$ cat config.mk
export PLATFORM = sky130hd
export DESIGN_NAME = l2_req_arbiter
export DESIGN_NICKNAME = d
export VERILOG_FILES = /design/src/rtl/swarm.sv /design/src/rtl/rr_picker.sv /design/src/rtl/l2_req_arbiter.sv
export SDC_FILE = /design/constraint.sdc
export NUM_CORES = 1
export LEC_CHECK = 0
export ABC_AREA = 1
export CAP_MARGIN = 10
export CORE_ASPECT_RATIO = 1.25
export CORE_MARGIN = 3
export CORE_UTILIZATION = 44
export DETAILED_ROUTE_END_ITERATION = 10
export PLACE_DENSITY = 0.87
export SLEW_MARGIN = 20
export SYNTH_ARGS = -nofsm -noshare
export SYNTH_HDL_FRONTEND = slang
export SYNTH_HIERARCHICAL = 1
export SYNTH_SLANG_ARGS = --single-unit
$ cat constraint.sdc
create_clock -name clk -period 7.6 [get_ports clk]
set_input_delay 1.14 -clock clk [delete_from_list [all_inputs] [get_ports clk]]
set_output_delay 1.14 -clock clk [all_outputs]
set_load 0.05 [all_outputs]
$ cat src/rtl/swarm.sv
`default_nettype none
// ============================================================================
//  Module      : swarm (package)
//  Description : Tile-wide constants and shared types for the L2 request
//                arbiter: port count, address width, arbiter FSM encoding,
//                request payload struct and small arithmetic helpers.
//  Revision    : 1.0 - initial release
// ============================================================================
package swarm;

  localparam int L2_PORTS            = 4;
  localparam int ADDR_BITS           = 34;
  localparam int L2_ARB_ID_W         = 8;
  localparam int L2_ARB_LOG_N_MSHR   = 4;
  localparam int L2_ARB_MAX_INFLIGHT = 4;

  typedef enum logic [1:0] {
    L2_ARB_RUN   = 2'd0,
    L2_ARB_DRAIN = 2'd1,
    L2_ARB_IDLE  = 2'd2
  } l2_arb_state_t;

  // Request payload at the tile's default widths.
  typedef struct packed {
    logic [ADDR_BITS-1:0]   addr;
    logic [L2_ARB_ID_W-1:0] id;
    logic                   write;
  } l2_req_t;

  // Single-step modulo wrap: valid for v < 2*n.
  function automatic int unsigned l2_arb_wrap(input int unsigned v, input int unsigned n);
    return (v >= n) ? (v - n) : v;
  endfunction

  // 32-bit increment that sticks at all-ones.
  function automatic logic [31:0] l2_arb_sat_inc(input logic [31:0] v);
    return (v == 32'hFFFF_FFFF) ? v : (v + 32'd1);
  endfunction

endpackage
`default_nettype wire

$ cat src/rtl/rr_picker.sv
`default_nettype none
// ============================================================================
//  Module      : rr_picker
//  Description : Combinational round-robin search. Starting at ptr_i and
//                wrapping modulo N, returns the first set bit of eligible_i
//                as a one-hot grant and as an encoded index.
//  Ports       : eligible_i  [N]   candidate mask
//                ptr_i       [IW]  search start (must be < N)
//                grant_o     [N]   one-hot winner (zero if none)
//                idx_o       [IW]  encoded winner (zero if none)
//                found_o     [1]   any candidate eligible
//  Revision    : 1.0 - initial release
// ============================================================================
module rr_picker
  import swarm::*;
#(
  parameter int N  = 4,
  parameter int IW = 2
) (
  input  logic [N-1:0]  eligible_i,
  input  logic [IW-1:0] ptr_i,
  output logic [N-1:0]  grant_o,
  output logic [IW-1:0] idx_o,
  output logic          found_o
);

  logic [IW-1:0] w_pos;

  always_comb begin
    grant_o = '0;
    idx_o   = '0;
    found_o = 1'b0;
    w_pos   = '0;
    for (int k = 0; k < N; k++) begin
      w_pos = IW'(l2_arb_wrap(int'(ptr_i) + k, N));
      if (!found_o && eligible_i[w_pos]) begin
        grant_o[w_pos] = 1'b1;
        idx_o          = w_pos;
        found_o        = 1'b1;
      end
    end
  end

endmodule
`default_nettype wire

$ cat src/rtl/l2_req_arbiter.sv
`default_nettype none
// ============================================================================
//  Module      : l2_req_arbiter
//  Description : Round-robin arbiter sharing one L2 bank request pipeline
//                among N_PORTS requesters. One registered output stage,
//                a global MSHR credit pool, a per-port in-flight limit and
//                a drain sequence (RUN -> DRAIN -> IDLE) that blocks grants
//                until every outstanding request has retired.
//  Ports       : clk, rst                     clock, sync active-high reset
//                in_valid/in_ready [N]        per-port handshake
//                in_addr/in_id/in_write       per-port payload, packed
//                out_valid/out_ready          registered output handshake
//                out_addr/out_id/out_write    granted payload
//                out_port                     granted port index
//                resp_valid/resp_port         retirement, returns a credit
//                drain_req/drain_done         drain level request / status
//                credit_err                   sticky over-retirement flag
//                stat_sel/stat_rdata          statistics read (optional)
//  Options     : L2_ARB_STATS_EN adds per-port grant/conflict counters,
//                a credit-stall counter and the stat_sel/stat_rdata port.
//  Revision    : 1.0 - initial release
// ============================================================================
module l2_req_arbiter
  import swarm::*;
#(
  parameter int N_PORTS      = swarm::L2_PORTS,
  parameter int ADDR_W       = swarm::ADDR_BITS,
  parameter int ID_W         = swarm::L2_ARB_ID_W,
  parameter int LOG_N_MSHR   = swarm::L2_ARB_LOG_N_MSHR,
  parameter int MAX_INFLIGHT = swarm::L2_ARB_MAX_INFLIGHT,
  localparam int c_PORT_W    = (N_PORTS > 1) ? $clog2(N_PORTS) : 1
) (
  input  logic                      clk,
  input  logic                      rst,
  input  logic [N_PORTS-1:0]        in_valid,
  output logic [N_PORTS-1:0]        in_ready,
  input  logic [N_PORTS*ADDR_W-1:0] in_addr,
  input  logic [N_PORTS*ID_W-1:0]   in_id,
  input  logic [N_PORTS-1:0]        in_write,
  output logic                      out_valid,
  input  logic                      out_ready,
  output logic [ADDR_W-1:0]         out_addr,
  output logic [ID_W-1:0]           out_id,
  output logic                      out_write,
  output logic [c_PORT_W-1:0]       out_port,
  input  logic                      resp_valid,
  input  logic [c_PORT_W-1:0]       resp_port,
  input  logic                      drain_req,
  output logic                      drain_done,
`ifdef L2_ARB_STATS_EN
  input  logic [c_PORT_W:0]         stat_sel,
  output logic [31:0]               stat_rdata,
`endif
  output logic                      credit_err
);

  localparam int            c_CRED_W = LOG_N_MSHR + 1;
  localparam int            c_CNT_W  = $clog2(MAX_INFLIGHT + 1);
  localparam logic [c_CRED_W-1:0] c_FULL   = c_CRED_W'(1) << LOG_N_MSHR;
  localparam logic [c_CNT_W-1:0]  c_MAX_IF = c_CNT_W'(MAX_INFLIGHT);

  // ---------------------------------------------------------------- state
  logic [c_CRED_W-1:0] credits_q, credits_d;
  logic [c_CNT_W-1:0]  cnt_q [N_PORTS];
  logic [c_CNT_W-1:0]  cnt_d [N_PORTS];
  logic [c_PORT_W-1:0] ptr_q, ptr_d;
  l2_arb_state_t       state_q;
  logic                drain_done_q;
  logic                credit_err_q;

  logic                out_valid_q, out_valid_d;
  logic [ADDR_W-1:0]   out_addr_q;
  logic [ID_W-1:0]     out_id_q;
  logic                out_write_q;
  logic [c_PORT_W-1:0] out_port_q;

  // ---------------------------------------------------------------- wires
  logic [N_PORTS-1:0]  w_eligible;
  logic [N_PORTS-1:0]  w_pick_grant;
  logic [c_PORT_W-1:0] w_pick_idx;
  logic                w_pick_found;
  logic                w_load;
  logic                w_grant;
  logic                w_resp_hit;
  logic                w_resp_ok;
  logic                w_resp_bad;
  logic                w_quiesce_d;

  for (genvar i = 0; i < N_PORTS; i++) begin : g_elig
    assign w_eligible[i] = in_valid[i] && (cnt_q[i] < c_MAX_IF);
  end

  rr_picker #(
    .N  (N_PORTS),
    .IW (c_PORT_W)
  ) u_picker (
    .eligible_i (w_eligible),
    .ptr_i      (ptr_q),
    .grant_o    (w_pick_grant),
    .idx_o      (w_pick_idx),
    .found_o    (w_pick_found)
  );

  // The output stage can take a new request when it is empty or being
  // popped this cycle; the credit pool and the FSM gate it further.
  assign w_load   = (!out_valid_q || out_ready) && (credits_q != '0) &&
                    (state_q == L2_ARB_RUN);
  assign w_grant  = w_load && w_pick_found;
  assign in_ready = w_load ? w_pick_grant : '0;

  // A retirement only counts when the named port has something in flight;
  // otherwise it is flagged and ignored so the accounting stays sane.
  always_comb begin
    w_resp_hit = 1'b0;
    for (int i = 0; i < N_PORTS; i++) begin
      if (resp_port == c_PORT_W'(i) && cnt_q[i] != '0) begin
        w_resp_hit = 1'b1;
      end
    end
  end

  assign w_resp_ok  = resp_valid && w_resp_hit;
  assign w_resp_bad = resp_valid && !w_resp_hit;

  always_comb begin
    credits_d = credits_q;
    if (w_grant && !w_resp_ok) begin
      credits_d = credits_q - c_CRED_W'(1);
    end else if (w_resp_ok && !w_grant && credits_q != c_FULL) begin
      credits_d = credits_q + c_CRED_W'(1);
    end
  end

  always_comb begin
    for (int i = 0; i < N_PORTS; i++) begin
      cnt_d[i] = cnt_q[i];
      if (w_grant && w_pick_idx == c_PORT_W'(i) &&
          !(w_resp_ok && resp_port == c_PORT_W'(i))) begin
        cnt_d[i] = cnt_q[i] + c_CNT_W'(1);
      end else if (w_resp_ok && resp_port == c_PORT_W'(i) &&
                   !(w_grant && w_pick_idx == c_PORT_W'(i))) begin
        cnt_d[i] = cnt_q[i] - c_CNT_W'(1);
      end
    end
  end

  always_comb begin
    ptr_d = ptr_q;
    if (w_grant) begin
      ptr_d = (w_pick_idx == c_PORT_W'(N_PORTS - 1)) ? '0
                                                     : (w_pick_idx + c_PORT_W'(1));
    end
  end

  assign out_valid_d = w_grant || (out_valid_q && !out_ready);
  // Drain completes on the edge where the last credit comes home and the
  // output stage is (or becomes) empty, so drain_done rises next cycle.
  assign w_quiesce_d = !out_valid_d && (credits_d == c_FULL);

  // ------------------------------------------------------ datapath regs
  always_ff @(posedge clk) begin
    if (rst) begin
      credits_q    <= c_FULL;
      ptr_q        <= '0;
      credit_err_q <= 1'b0;
      out_valid_q  <= 1'b0;
      out_addr_q   <= '0;
      out_id_q     <= '0;
      out_write_q  <= 1'b0;
      out_port_q   <= '0;
      for (int i = 0; i < N_PORTS; i++) begin
        cnt_q[i] <= '0;
      end
    end else begin
      credits_q    <= credits_d;
      ptr_q        <= ptr_d;
      credit_err_q <= credit_err_q | w_resp_bad;
      out_valid_q  <= out_valid_d;
      for (int i = 0; i < N_PORTS; i++) begin
        cnt_q[i] <= cnt_d[i];
      end
      if (w_grant) begin
        out_addr_q  <= in_addr[int'(w_pick_idx)*ADDR_W +: ADDR_W];
        out_id_q    <= in_id[int'(w_pick_idx)*ID_W +: ID_W];
        out_write_q <= in_write[w_pick_idx];
        out_port_q  <= w_pick_idx;
      end
    end
  end

  // ------------------------------------------------------------ drain FSM
  always_ff @(posedge clk) begin
    if (rst) begin
      state_q      <= L2_ARB_RUN;
      drain_done_q <= 1'b0;
    end else begin
      case (state_q)
        L2_ARB_RUN: begin
          if (drain_req) begin
            state_q <= L2_ARB_DRAIN;
          end
        end
        L2_ARB_DRAIN: begin
          if (!drain_req) begin
            state_q <= L2_ARB_RUN;
          end else if (w_quiesce_d) begin
            state_q      <= L2_ARB_IDLE;
            drain_done_q <= 1'b1;
          end
        end
        L2_ARB_IDLE: begin
          if (!drain_req) begin
            state_q      <= L2_ARB_RUN;
            drain_done_q <= 1'b0;
          end
        end
        default: begin
          state_q      <= L2_ARB_RUN;
          drain_done_q <= 1'b0;
        end
      endcase
    end
  end

  assign out_valid  = out_valid_q;
  assign out_addr   = out_addr_q;
  assign out_id     = out_id_q;
  assign out_write  = out_write_q;
  assign out_port   = out_port_q;
  assign drain_done = drain_done_q;
  assign credit_err = credit_err_q;

`ifdef L2_ARB_STATS_EN
  // Read map: {0,i} = grants of port i, {1,i} = conflict cycles of port i;
  // select codes naming no port return the credit-stall counter.
  logic [31:0] st_grant_q [N_PORTS];
  logic [31:0] st_conf_q  [N_PORTS];
  logic [31:0] st_stall_q;
  logic [31:0] stat_rdata_q;
  logic [31:0] w_stat_mux;

  always_comb begin
    w_stat_mux = st_stall_q;
    for (int i = 0; i < N_PORTS; i++) begin
      if (stat_sel == {1'b0, c_PORT_W'(i)}) begin
        w_stat_mux = st_grant_q[i];
      end
      if (stat_sel == {1'b1, c_PORT_W'(i)}) begin
        w_stat_mux = st_conf_q[i];
      end
    end
  end

  always_ff @(posedge clk) begin
    if (rst) begin
      st_stall_q   <= '0;
      stat_rdata_q <= '0;
      for (int i = 0; i < N_PORTS; i++) begin
        st_grant_q[i] <= '0;
        st_conf_q[i]  <= '0;
      end
    end else begin
      stat_rdata_q <= w_stat_mux;
      if (credits_q == '0 && |in_valid) begin
        st_stall_q <= l2_arb_sat_inc(st_stall_q);
      end
      for (int i = 0; i < N_PORTS; i++) begin
        if (in_ready[i]) begin
          st_grant_q[i] <= l2_arb_sat_inc(st_grant_q[i]);
        end
        if (in_valid[i] && !in_ready[i]) begin
          st_conf_q[i] <= l2_arb_sat_inc(st_conf_q[i]);
        end
      end
    end
  end

  assign stat_rdata = stat_rdata_q;
`endif

endmodule
`default_nettype wire

Yosys cells after proc, flatten, opt, wreduce, memory -nomap -nowiden

Memory sizes are Yosys's and may differ from the RTL's.
Cells that the tools add are included.

Shifts and indexed selects: 2
Reduce and logical (&&, ||, !) cells: 70
Equality and inequality tests: 15
Order comparisons: 17
Bitwise gates (word level): 9
Multiplexer cells: 66
Multipliers: 1
Add/subtract/negate cells: 18

Operator list:

| operator                                                                      | count |
|---|---|
| 136-bit by 9-bit indexed part select with 34-bit output                       | 1 |
| 1-bit logical AND                                                             | 41 |
| 3-bit 2-to-1 mux                                                              | 12 |
| 32-bit by 6-bit indexed part select with 8-bit output                         | 1 |
| 2-bit 2-to-1 mux                                                              | 13 |
| 1-bit 2-to-1 mux                                                              | 23 |
| 4-bit 2-to-1 mux                                                              | 5 |
| 1-bit zero test                                                               | 17 |
| 2-bit by 3-bit less-than comparator with 1-bit output (second input constant) | 5 |
| 3-bit by 1-bit adder with 3-bit output (second input constant)                | 4 |
| 3-bit less-than comparator (second input constant)                            | 4 |
| 4-bit OR                                                                      | 3 |
| 3-bit nonzero test                                                            | 4 |
| 3-bit by 1-bit subtractor with 3-bit output (second input constant)           | 4 |
| 1-bit binary-select mux with 2-bit select                                     | 5 |
| 2-bit == test (second input constant)                                         | 5 |
| 5-bit 2-to-1 mux                                                              | 2 |
| 3-bit >= comparator (second input constant)                                   | 3 |
| 1-bit demux with 2-bit select                                                 | 4 |
| 2-bit by 1-bit >= comparator with 1-bit output (second input constant)        | 4 |
| 2-bit != test (second input constant)                                         | 4 |
| 2-bit by 1-bit subtractor with 2-bit output (second input constant)           | 4 |
| 2-bit by 5-bit multiplier with 7-bit output (second input constant)           | 1 |
| 2-bit by 2-bit adder with 3-bit output (second input constant)                | 2 |
| other kinds (18)                                                              | 27 |

Bits in writable memories: 12
Input port bits: 183
Memories: 1
Flip-flop bits (word level): 57
Output and inout port bits: 52
Logic and storage cells: 209

Memory list:

| name  | words | bits a word | rd ports | clocked after memory_dff | wr ports | RTL line             | source |
|---|---|---|---|---|---|---|---|
| cnt_q | 4     | 3           | 4        | 0                        | 4        | l2_req_arbiter.sv:64 | `logic [c_CNT_W-1:0] cnt_q [N_PORTS];` |

Depth between registers and ports, before layout

An unclocked memory read counts as a cell.

Depth after elaboration: 26
Gate-level depth with buffers: 23
Gate-level depth less buffers: 21

By module

The synthesis kept the hierarchy.

Modules (own cells, without submodules):

| module         | area each (µm²) | instances | cells each | seq. area each (µm²) |
|---|---|---|---|---|
| l2_req_arbiter | 4264.1          | 1         | 670        | 1381.3 |
| rr_picker      | 440.4           | 1         | 74         | 0.0 |

Worst setup path after synthesis

Ideal clock, no wire load.

Path type: input -> register
Start: input in_valid[3]
End: memory cnt_q[0][2] in the netlist's numbering
Arrival: 3858 ps
Data required time: 7478 ps
Library setup time: 122 ps
Buffers on the path: 3
Stages on the path: 23
Setup slack: 3620 ps
Path through: inv_1 > nor2_1 > inv_1 > nand2_1 > nand3_4 > nand2_4 > nor2_4 > buf_6 > nand3_1 > nand3_1 > clkbuf_1 > clkinv_1 > clkbuf_1 > ha_1 > inv_1 > nor2_1 > ha_1 > inv_1 > fa_1 > a21oi_1 > o21ai_0 > o21ai_0 > a21oi_1

RTL lines:

| element         | RTL line             | source |
|---|---|---|
| start, declared | l2_req_arbiter.sv:35 | `input logic [N_PORTS-1:0] in_valid,` |
| end, declared   | l2_req_arbiter.sv:64 |  |

==> results.txt <==
----------------------------------------------------
[Critical path]
  Top fanout value on the critical path ... 46
  Type of element capturing the critical path ... flop
  Crit path max-delay family ... buffers and inverters
  Critical Path AT ... 5.00 ns
  Launch point of the critical path ... in_valid[1]
  Buf/Inv on CP ... 8
  Launching point of the worst reg2reg path ... ptr_q[0]
  Internal reg-to-reg setup slack ... 3.28 ns
  Nature of the critical path startpoint ... input port
  Crit path cell chain ... clkdlybuf4s50_1 -> inv_1 -> nor2_1 -> inv_1 -> nand2_1 -> nand3_2 -> nand2_4 -> nor2_1 -> a21oi_1 -> nand3_1 -> buf_4 -> inv_1 -> buf_4 -> ha_1 -> inv_1 -> nor2_1 -> ha_1 -> inv_1 -> fa_1 -> a21oi_1 -> o21ai_0 -> o21ai_0 -> a21oi_1
  Worst r2r path cells ... 18
  Most common cell on crit path ... sky130_fd_sc_hd__inv_1
  Critical path start-end classification ... in2reg
  Critical Path RT ... 7.81 ns
  Destination of the worst register-to-register timing path ... cnt_q[0][1]
  Worst path max stage delay ... 0.45 ns
  Slowest cell on the critical path ... sky130_fd_sc_hd__clkdlybuf4s50_1

[Floorplan]
  Initial cell density of the core ... 45.85%
  Vertical die dimension ... 121.6 um
  FP Rows ... 41
  Die Wd ... 98.49 um
  Core box area ... 0.01026 mm2
  Die Outline Area ... 0.01198 mm2
  Top-Level Pins ... 235

[Logic synthesis]
  Proportion of netlist area held by the largest area contributor ... 29.36%
  Number of enable-type register cells in the synthesized netlist ... 0
  Unique cell type count in the Yosys netlist ... 34
  Mean area per synthesized cell ... 6.323 um2
  Largest area contributor in the synthesized netlist ... sky130_fd_sc_hd__dfxtp_1
  Number of storage elements in the synthesis netlist ... 69
  Cell count after synthesis ... 744
  Count of yosys warnings during synthesis ... 6
  Number of nets in the synthesized netlist ... 947
  Cell types with the largest area share after synthesis ... sky130_fd_sc_hd__dfxtp_1 29%, sky130_fd_sc_hd__nand2_1 11%, sky130_fd_sc_hd__o21ai_0 11%, sky130_fd_sc_hd__nor2_1 9.3%, sky130_fd_sc_hd__a21oi_1 7.6%
  Combined area of all synthesized cells ... 0.004705 mm2
  Share of flip-flops with an asynchronous set or reset after synthesis ... 0%
  Predominant post-synthesis flop cell ... sky130_fd_sc_hd__dfxtp_1
  Post-synthesis sequential area ratio ... 29.36%

[Outcome]
  Run status ... complete, no violations

[Pwr]
  Clock share of power ... 12.1%
  Combinational fraction of design power ... 71.7%
  Cell Pwr Density ... 481.7 mW/mm2
  Cell Int Power ... 1.626 mW
  Switching Fraction ... 54.22%
  Maximum resistive drop on vdd ... 0.3435 mV
  Reg power frac ... 16.2%
  Static power due to leakage ... 2.977 nW
  Switching pwr ... 1.926 mW

[Worst hold path]
  Path category of the worst min-delay check ... reg2reg
  Worst hold start ... out_addr[10]
  Min-Delay Path Depth ... 2
  Endpoint, Worst Hold ... out_addr[10]

[Detailed routing]
  Residual antenna-violating net count after detailed routing ... 0
  Routed WL per cell ... 15.37 um
  Number of vias in the routed layout ... 5752
  DRC violations left ... 0
  Detailed-router iteration count before antenna repair ... 5
  Average via count per standard cell ... 5.316
  Total Routed Length ... 16.63 mm
  Drt initial violations ... 343

[Placement]
  Count of buffers from port buffering ... 234
  Dpl hpwl ... 12.17 mm
  GPL Wtd Cong ... 1.012

[Timing]
  Min cycle time layout ... 4.795 ns
  Transition time of the tightest slew-check pin ... 0.8308 ns
  Slew HR ... 44.61%
  Count of pins over their slew limit ... 0
  Worst Clk Skew ... 0.005227 ns
  Ratio of final minimum period to clock period ... 63.09%
  Post-Route Setup TNS ... 0 ns
  Setup violation total in the final timing report ... 0
  Fmax ... 208.6 MHz
  Endpoints failing hold ... 0
  RSZ-0062 raised after global routing ... false

[Final layout]
  Sequential cell area ... 0.001381 mm2
  Number of inserted diodes ... 0
  Total area of multi-input combinational cells ... 0.002948 mm2
  NumNets Final ... 1151
  Area delta synth->final ... 56.73%
  Fraction of layout instances using a drive strength above 1 ... 6.086%
  Share of the core filled with cells ... 71.87%
  Filler instances ... 889

[Clocking]
  Clk Latency, worst-skew pair ... 0.33 ns
  Clock root buffer ... sky130_fd_sc_hd__clkbuf_16
  H-Tree Depth ... 3
  Post-CTS Setup Bufs ... 0
  Inserted Clock Buffers ... 9
  CTS Sinks ... 69
  Clock-pin slew of the registers on the worst-case setup and hold paths ... 0.05 ns
  CTS tree ... done
  Maximum buffer depth of the clock tree ... 2
  Number of hold-repair buffers added at the cts stage ... 0
  PostCTS Resize Cnt ... 0

[Global routing]
  Global-route wire length before repair ... 25.73 mm
  Antenna violations before repair ... 0
  Via count of the first global-routing pass ... 5364
  Combined global-route utilization of all metal layers ... 26.83%
  Overflow after GRT ... 0
  Largest net degree at the start of global routing ... 91

[Flow run]
  Max-cap viol count ... 0

----------------------------------------------------
## synth_stat cells, types with 6 or more instances
cell type and number:
sky130_fd_sc_hd__a21oi_1 71, sky130_fd_sc_hd__clkbuf_1 37, sky130_fd_sc_hd__dfxtp_1 69, sky130_fd_sc_hd__ha_1 16
sky130_fd_sc_hd__inv_1 48, sky130_fd_sc_hd__nand2_1 144, sky130_fd_sc_hd__nand2_2 10, sky130_fd_sc_hd__nand3_1 28
sky130_fd_sc_hd__nand4_1 9, sky130_fd_sc_hd__nor2_1 116, sky130_fd_sc_hd__nor2_2 6, sky130_fd_sc_hd__o21ai_0 104
sky130_fd_sc_hd__o22ai_1 43
## power by group through the flow
stage / combinational (mW) / clock [mW] / sequential [mW]
after CTS: 2.55 / 0.438 / 0.576
after floorplan: 1.63 / 0 / 0.826
after global placement: 2.48 / 0 / 0.576
after global routing: 2.83 / 0.452 / 0.592
after detailed placement: 2.53 / 0 / 0.582
final: 2.55 / 0.430 / 0.576
## flip-flops by register name, indices dropped and copies added (netlist names)
register / cells
out_addr: 34
cnt_q: 12
state_q: 2
out_valid: 1
out_port: 2
credit_err: 1
out_id: 8
ptr_q: 2
out_write: 1
credits_q: 5
drain_done: 1
## logic make-up (layout without fill, tap and decap cells)
kind of cell / count (synthesis) / after routing / share of synthesized area [%]
XOR/XNOR: 1 / 1 / 0.1862
flip-flops: 69 / 69 / 29.36
buffers and inverters: 98 / 307 / 8.085
AO/OA/AOI/OAI: 229 / 229 / 26.20
AND/OR/NAND/NOR: 327 / 327 / 30.21
adder cells (fa/ha/maj): 20 / 20 / 5.957
## through the flow
step / cells / hold slack [ns] / cell area, um2 / setup slack (ns) / total power, mW
2_1_floorplan: 744 / 0.4593 / 4705 / 3.620 / 2.453
3_3_place_gp: 1066 / 0.4487 / 7059 / 2.702 / 3.053
3_5_place_dp: 1066 / 0.4553 / 7059 / 2.567 / 3.110
4_1_cts: 1082 / 0.4629 / 7371 / 2.882 / 3.560
5_1_grt: 1082 / 0.4755 / 7373 / 2.555 / 3.879
6_report: 1082 / 0.4620 / 7373 / 2.805 / 3.551
## area by class of cell
| cell class | count | share of cell area (%) |
|---|---|---|
| inverters | 53 | 2.732 |
| repair buffers | 238 | 32.14 |
| clock buffers | 12 | 3.614 |
| multi-input cells | 577 | 39.98 |
| well taps | 129 | 2.189 |
| clock inverters | 4 | 0.6109 |
| flip-flops and latches | 69 | 18.73 |
## layer usage
metal | routed length, um | global-route usage, % | share of wire [%] | vias to the layer above
li1 | - | - | - | 2895
met1 | 6519 | 32.67 | 39 | 2592
met2 | 8195 | 45.73 | 49 | 228
met3 | 1263 | 5.155 | 7.6 | 37
met4 | 647 | 12.38 | 3.9 | 0
met5 | 0 | 0 | 0 | -
## layout by cell type, fill, tap and decap left out, types with 9 or more instances in the layout
cell type                           n
sky130_fd_sc_hd__o21ai_0          104
sky130_fd_sc_hd__ha_1              16
sky130_fd_sc_hd__nand2_2           10
sky130_fd_sc_hd__inv_1             48
sky130_fd_sc_hd__nand2_1          144
sky130_fd_sc_hd__clkdlybuf4s50_1  233
sky130_fd_sc_hd__nor2_1           116
sky130_fd_sc_hd__a21oi_1           71
sky130_fd_sc_hd__nand3_1           27
sky130_fd_sc_hd__o22ai_1           43
sky130_fd_sc_hd__dfxtp_1           69
sky130_fd_sc_hd__clkbuf_16          9
sky130_fd_sc_hd__nand4_1            9
## worst min-delay path: cells and delay by family (launching register included)
| family | cells | cell delay (ns) |
|---|---|---|
| simple gates | 1 | 0.06 |
| compound gates | 1 | 0.05 |
| flops | 1 | 0.30 |
## worst max-delay path by stage
stage	endpoint	cells after the start
floorplan	cnt_q[0][2]	23
global placement	cnt_q[0][1]	21
detailed placement	cnt_q[0][2]	23
CTS	cnt_q[0][2]	23
global route	cnt_q[0][1]	21
finish	cnt_q[0][2]	23
Power figures use the tool's default switching activity.
